--- src/rtl/ram_port_arbiter.sv ---
// Two-port round-robin arbiter in front of a single-port RAM with 1-cycle read latency.
// Optional macro RAM_ARB_RSP_REG_EN adds one register stage on the read response path.
module ram_port_arbiter #(
  parameter int wordCount = 128,
  parameter int wordWidth = 64,
  parameter int maskWidth = wordWidth / 8,
  localparam int AW = $clog2(wordCount)
) (
  input  logic                 clk,
  input  logic                 reset,
  input  logic                 reqA_valid,
  output logic                 reqA_ready,
  input  logic                 reqA_wr,
  input  logic [AW-1:0]        reqA_addr,
  input  logic [maskWidth-1:0] reqA_mask,
  input  logic [wordWidth-1:0] reqA_wrData,
  input  logic                 reqB_valid,
  output logic                 reqB_ready,
  input  logic                 reqB_wr,
  input  logic [AW-1:0]        reqB_addr,
  input  logic [maskWidth-1:0] reqB_mask,
  input  logic [wordWidth-1:0] reqB_wrData,
  output logic                 rspA_valid,
  output logic [wordWidth-1:0] rspA_rdData,
  output logic                 rspB_valid,
  output logic [wordWidth-1:0] rspB_rdData,
  output logic                 ram_en,
  output logic                 ram_wr,
  output logic [AW-1:0]        ram_addr,
  output logic [maskWidth-1:0] ram_mask,
  output logic [wordWidth-1:0] ram_wrData,
  input  logic [wordWidth-1:0] ram_rdData,
  output logic [15:0]          conflictCount
);

  // lastGrant: 0 = A, 1 = B
  logic lastGrant;
  logic grantA;
  logic grantB;
  logic fire;
  logic vld_p1;
  logic owner_p1;

  function automatic logic [15:0] satInc(input logic [15:0] cnt);
    return (cnt == 16'hFFFF) ? cnt : cnt + 16'd1;
  endfunction

  always_comb begin
    grantA = ~reset & reqA_valid & (~reqB_valid | lastGrant);
    grantB = ~reset & reqB_valid & ~grantA;
    fire   = grantA | grantB;
  end

  assign reqA_ready = grantA;
  assign reqB_ready = grantB;

  // Stage p0: winner's request steered straight to the RAM
  always_comb begin
    ram_en     = 1'b0;
    ram_wr     = 1'b0;
    ram_addr   = '0;
    ram_mask   = '0;
    ram_wrData = '0;
    if (grantA) begin
      ram_en     = 1'b1;
      ram_wr     = reqA_wr;
      ram_addr   = reqA_addr;
      ram_mask   = reqA_mask;
      ram_wrData = reqA_wrData;
    end else if (grantB) begin
      ram_en     = 1'b1;
      ram_wr     = reqB_wr;
      ram_addr   = reqB_addr;
      ram_mask   = reqB_mask;
      ram_wrData = reqB_wrData;
    end
  end

  always_ff @(posedge clk or posedge reset) begin
    if (reset) begin
      lastGrant     <= 1'b1;
      vld_p1        <= 1'b0;
      owner_p1      <= 1'b0;
      conflictCount <= '0;
    end else begin
      if (fire) lastGrant <= grantB;
      vld_p1   <= fire & ~ram_wr;
      owner_p1 <= grantB;
      if (reqA_valid & reqB_valid) conflictCount <= satInc(conflictCount);
    end
  end

`ifdef RAM_ARB_RSP_REG_EN
  logic                 vldA_p2;
  logic                 vldB_p2;
  logic [wordWidth-1:0] rdData_p2;

  // Stage p2: extra response register; data is unreset and gated by valid
  always_ff @(posedge clk or posedge reset) begin
    if (reset) begin
      vldA_p2 <= 1'b0;
      vldB_p2 <= 1'b0;
    end else begin
      vldA_p2 <= vld_p1 & ~owner_p1;
      vldB_p2 <= vld_p1 & owner_p1;
    end
  end

  always_ff @(posedge clk) begin
    rdData_p2 <= ram_rdData;
  end

  always_comb begin
    rspA_valid  = vldA_p2;
    rspB_valid  = vldB_p2;
    rspA_rdData = vldA_p2 ? rdData_p2 : '0;
    rspB_rdData = vldB_p2 ? rdData_p2 : '0;
  end
`else
  // Stage p1: RAM read data returned directly to the owning port
  always_comb begin
    rspA_valid  = vld_p1 & ~owner_p1;
    rspB_valid  = vld_p1 & owner_p1;
    rspA_rdData = rspA_valid ? ram_rdData : '0;
    rspB_rdData = rspB_valid ? ram_rdData : '0;
  end
`endif

endmodule

--- config.mk ---
export PLATFORM = sky130hd
export DESIGN_NAME = ram_port_arbiter
export DESIGN_NICKNAME = d
export VERILOG_FILES = /design/src/rtl/ram_port_arbiter.sv
export SDC_FILE = /design/constraint.sdc
export NUM_CORES = 1
export LEC_CHECK = 0
export ABC_AREA = 1
export ABC_CLOCK_PERIOD_IN_PS = 2260
export BUFFER_PORTS_ARGS = -buffer_cell sky130_fd_sc_hd__buf_4
export CORE_AREA = 2 2 180 182
export CTS_CLUSTER_DIAMETER = 60
export DETAILED_ROUTE_END_ITERATION = 7
export DIE_AREA = 0 0 182 184
export PLACE_DENSITY_LB_ADDON = 0.08
export SYNTH_ARGS = -nofsm -noshare
export SYNTH_HDL_FRONTEND = slang
export SYNTH_SLANG_ARGS = --single-unit
--- constraint.sdc ---
create_clock -name clk -period 2.26 [get_ports clk]
set_input_delay 0.113 -clock clk [delete_from_list [all_inputs] [get_ports clk]]
set_output_delay 0.113 -clock clk [all_outputs]
set_load 0.05 [all_outputs]
==> summary.md <==
| Metric | Value |
|---|---|
| Remaining DRCs | 0 |
| Grt ovf | 0 |
| Placed cell area | 6650 µm² |
| Vias | 4,798 |
| Fin area | 6750 µm² |
| Pins Over Slew Limit | 0 |
| Synth cell count leaders | nor2_1 (145), inv_1 (84), a22o_1 (79) |
| Die Span Y | 184 µm |
| HP Class | in -> reg |
| Area grow syn2layout | 141% |
| I/O pins | 457 |
| Initial DRC Count | 160 |
| # fillers | 3,633 |
| Routed wire per std cell | 18.5 µm |
| Drt pass-1 iters | 4 |
| Port-buffer cells | 456 |
| Cts bufs inserted | 3 |
| Fin nets | 1,143 |
| First-pass GRT wire length | 33.0 mm |
| Clock skew | 0.00575 ns |
| Max Root-Sink Buffers | 2 |
| Critical Path Fanout Max | 23 |
| Die width | 182 µm |
| Worst Setup End Kind | primary output |
| Root buffer cell | clkbuf_16 |
| Antenna violations before repair | 0 |
| Synthesized flop and latch total | 19 |
| Fmax | 473 MHz |
| Seq/Total Area, Yosys | 17.0% |
| TritonCTS clock tree | yes |
| Die area | 33,500 µm² |
| Final setup violation count | 0 |
| TNS Setup | 0 ns |
| Pwr dens | 427 nW/µm² |
| Post-Syn Area per Cell | 5.91 µm² |
| Most frequent cell after synthesis | nor2_1 |
| Mapped Area | 2800 µm² |
| WS Path Type | in -> out |
| Fin crit period | 2.11 ns |
| Reg clk slew, reported paths | 0.06 ns |
| RSZ-0062 raised after global routing | false |
| Worst Path Arrival | 2.00 ns |
| LEAKAGE | 3.95 nW |
| Rows | 65 |
| Worst slew pin tran | 0.695 ns |
| Max_cap viols | 0 |
| Largest net degree at the start of global routing | 65 |
| Cells after Synth | 473 |
| ANT nets after route | 0 |
| GRT Total Usage | 13.1% |
| Hold_ws | 0.150 ns |
| Area leader, netlist | a22o_1 |
| Post-synth top area share | 24.7% |
| DRT Wirelength | 24.3 mm |
| Vias in the first global route | 4,901 |
| Via-per-instance ratio | 3.65 |
| Slew HR | 53.7% |
| DPL Wire Length | 21.0 mm |
| Fin util | 21.5% |
| EDFF count, synth | 0 |
| Async S/R FF share, synth | 100% |
| Starting density of the core | 8.91% |
| Final Cycle Share | 93.5% |
| Clock sink count | 19 |
| Syn_nets | 702 |
| Placer Congestion | 0.749 |
| Setup crit start kind | input port |
| Clock Latency Late Sink | 0.26 ns |
| Status | finished clean |
| Layout Cells excl Fill | 1,315 |
| Post-synth top flop | dfrtp_1 |
| Dpl cells | 1,310 |
| Synth top area cells | a22o_1 (25%), nor2_1 (19%), dfrtp_1 (16%) |
| Worst path required time | 2.15 ns |
| Yosys warns | 0 |
| Peak supply drop | 396 µV |
| Diodes inserted | 0 |
| Fraction of layout cells with a size suffix above 1 | 54.3% |
| Core Area | 31,400 µm² |
| Hold Vio Cnt, Final | 0 |
| Post-synth cell types | 25 |
| H-Tree Depth | 1 |
==> final timing paths <==
| kind | from | endpoint | slack [ns] | cells after the start |
|---|---|---|---|---|
| max | reset | ram_wrData[54] | 0.15 | 8 |
| min | reqB_wr | vld_p1 | 0.15 | 4 |
| max reg2reg | conflictCount[0] | conflictCount[2] | 0.58 | 9 |
| min reg2reg | lastGrant | lastGrant | 0.56 | 2 |
| max in group asynchronous | reset | lastGrant | 1.47 | 4 |
| min in group asynchronous | reset | conflictCount[2] | 0.51 | 4 |
==> final cells by class <==
type | instances | area (µm²) | area share (%)
clock buffers | 3 | 75.1 | 1.11
clock inverters | 1 | 7.51 | 0.111
inverters | 91 | 342 | 5.06
multi-input cells | 333 | 1790 | 26.5
flip-flops and latches | 19 | 477 | 7.06
well taps | 402 | 503 | 7.45
repair buffers | 466 | 3550 | 52.7
==> routing by layer <==
layer	part of all wire, %	vias to the layer above	track usage (%)
met5	0	-	0
met4	0.47	0	0.935
met3	8.0	9	3.41
met2	55	264	26.2
met1	37	2142	14.4
li1	-	2383	-
==> kinds of logic after synthesis <==
family | count (synthesis) | share of synthesized area (%)
flip-flops | 19 | 17.0
adder cells (fa/ha/maj) | 1 | 0.447
XOR/XNOR | 3 | 0.940
AND/OR/NAND/NOR | 244 | 36.7
buffers and inverters | 121 | 19.1
AO/OA/AOI/OAI | 85 | 25.8
==> worst max-delay path, stage by stage <==
cell           delay [ns]
dlygate4sd3_1        0.54
buf_4                0.14
nor2_1               0.19
nand2_1              0.10
inv_2                0.18
buf_6                0.25
a22o_1               0.25
buf_4                0.23
==> per-stage QoR <==
stage	worst slack [ns]	power [mW]
2_1_floorplan	0.253	1.67
3_3_place_gp	0.508	2.53
3_5_place_dp	0.531	2.51
4_1_cts	0.0405	2.93
5_1_grt	0.0199	3.04
6_report	0.148	2.88
==> cells in the final DEF (no fill, tap or decap), types with 3 or more instances in the layout <==
cell         n
nand3_1     11
clkbuf_16    3
nor2_2       6
inv_2        7
a22o_1      79
dfrtp_1     18
nor2_1     144
buf_4      460
nand4_1      8
nand2_2     10
buf_12       4
nand2_1     58
o21ai_0      6
inv_1       84
==> flip-flops by register name, summed over array words and instances (netlist names) <==
register       count
lastGrant          1
vld_p1             1
conflictCount     16
owner_p1           1
==> power by group <==
group	total (mW)	switching, mW	internal (mW)
logic	2.03	1.32	0.712
registers	0.449	0.0705	0.378
clock network	0.402	0.161	0.240
==> what timing repair did <==
item	in CTS	in global routing
gates resized for setup	0	1
hold buffers	1	0
endpoints found under the hold margin	18	0
endpoints found under the setup margin	0	3
buffers inserted	0	0
(Power assumes the default switching activity.)
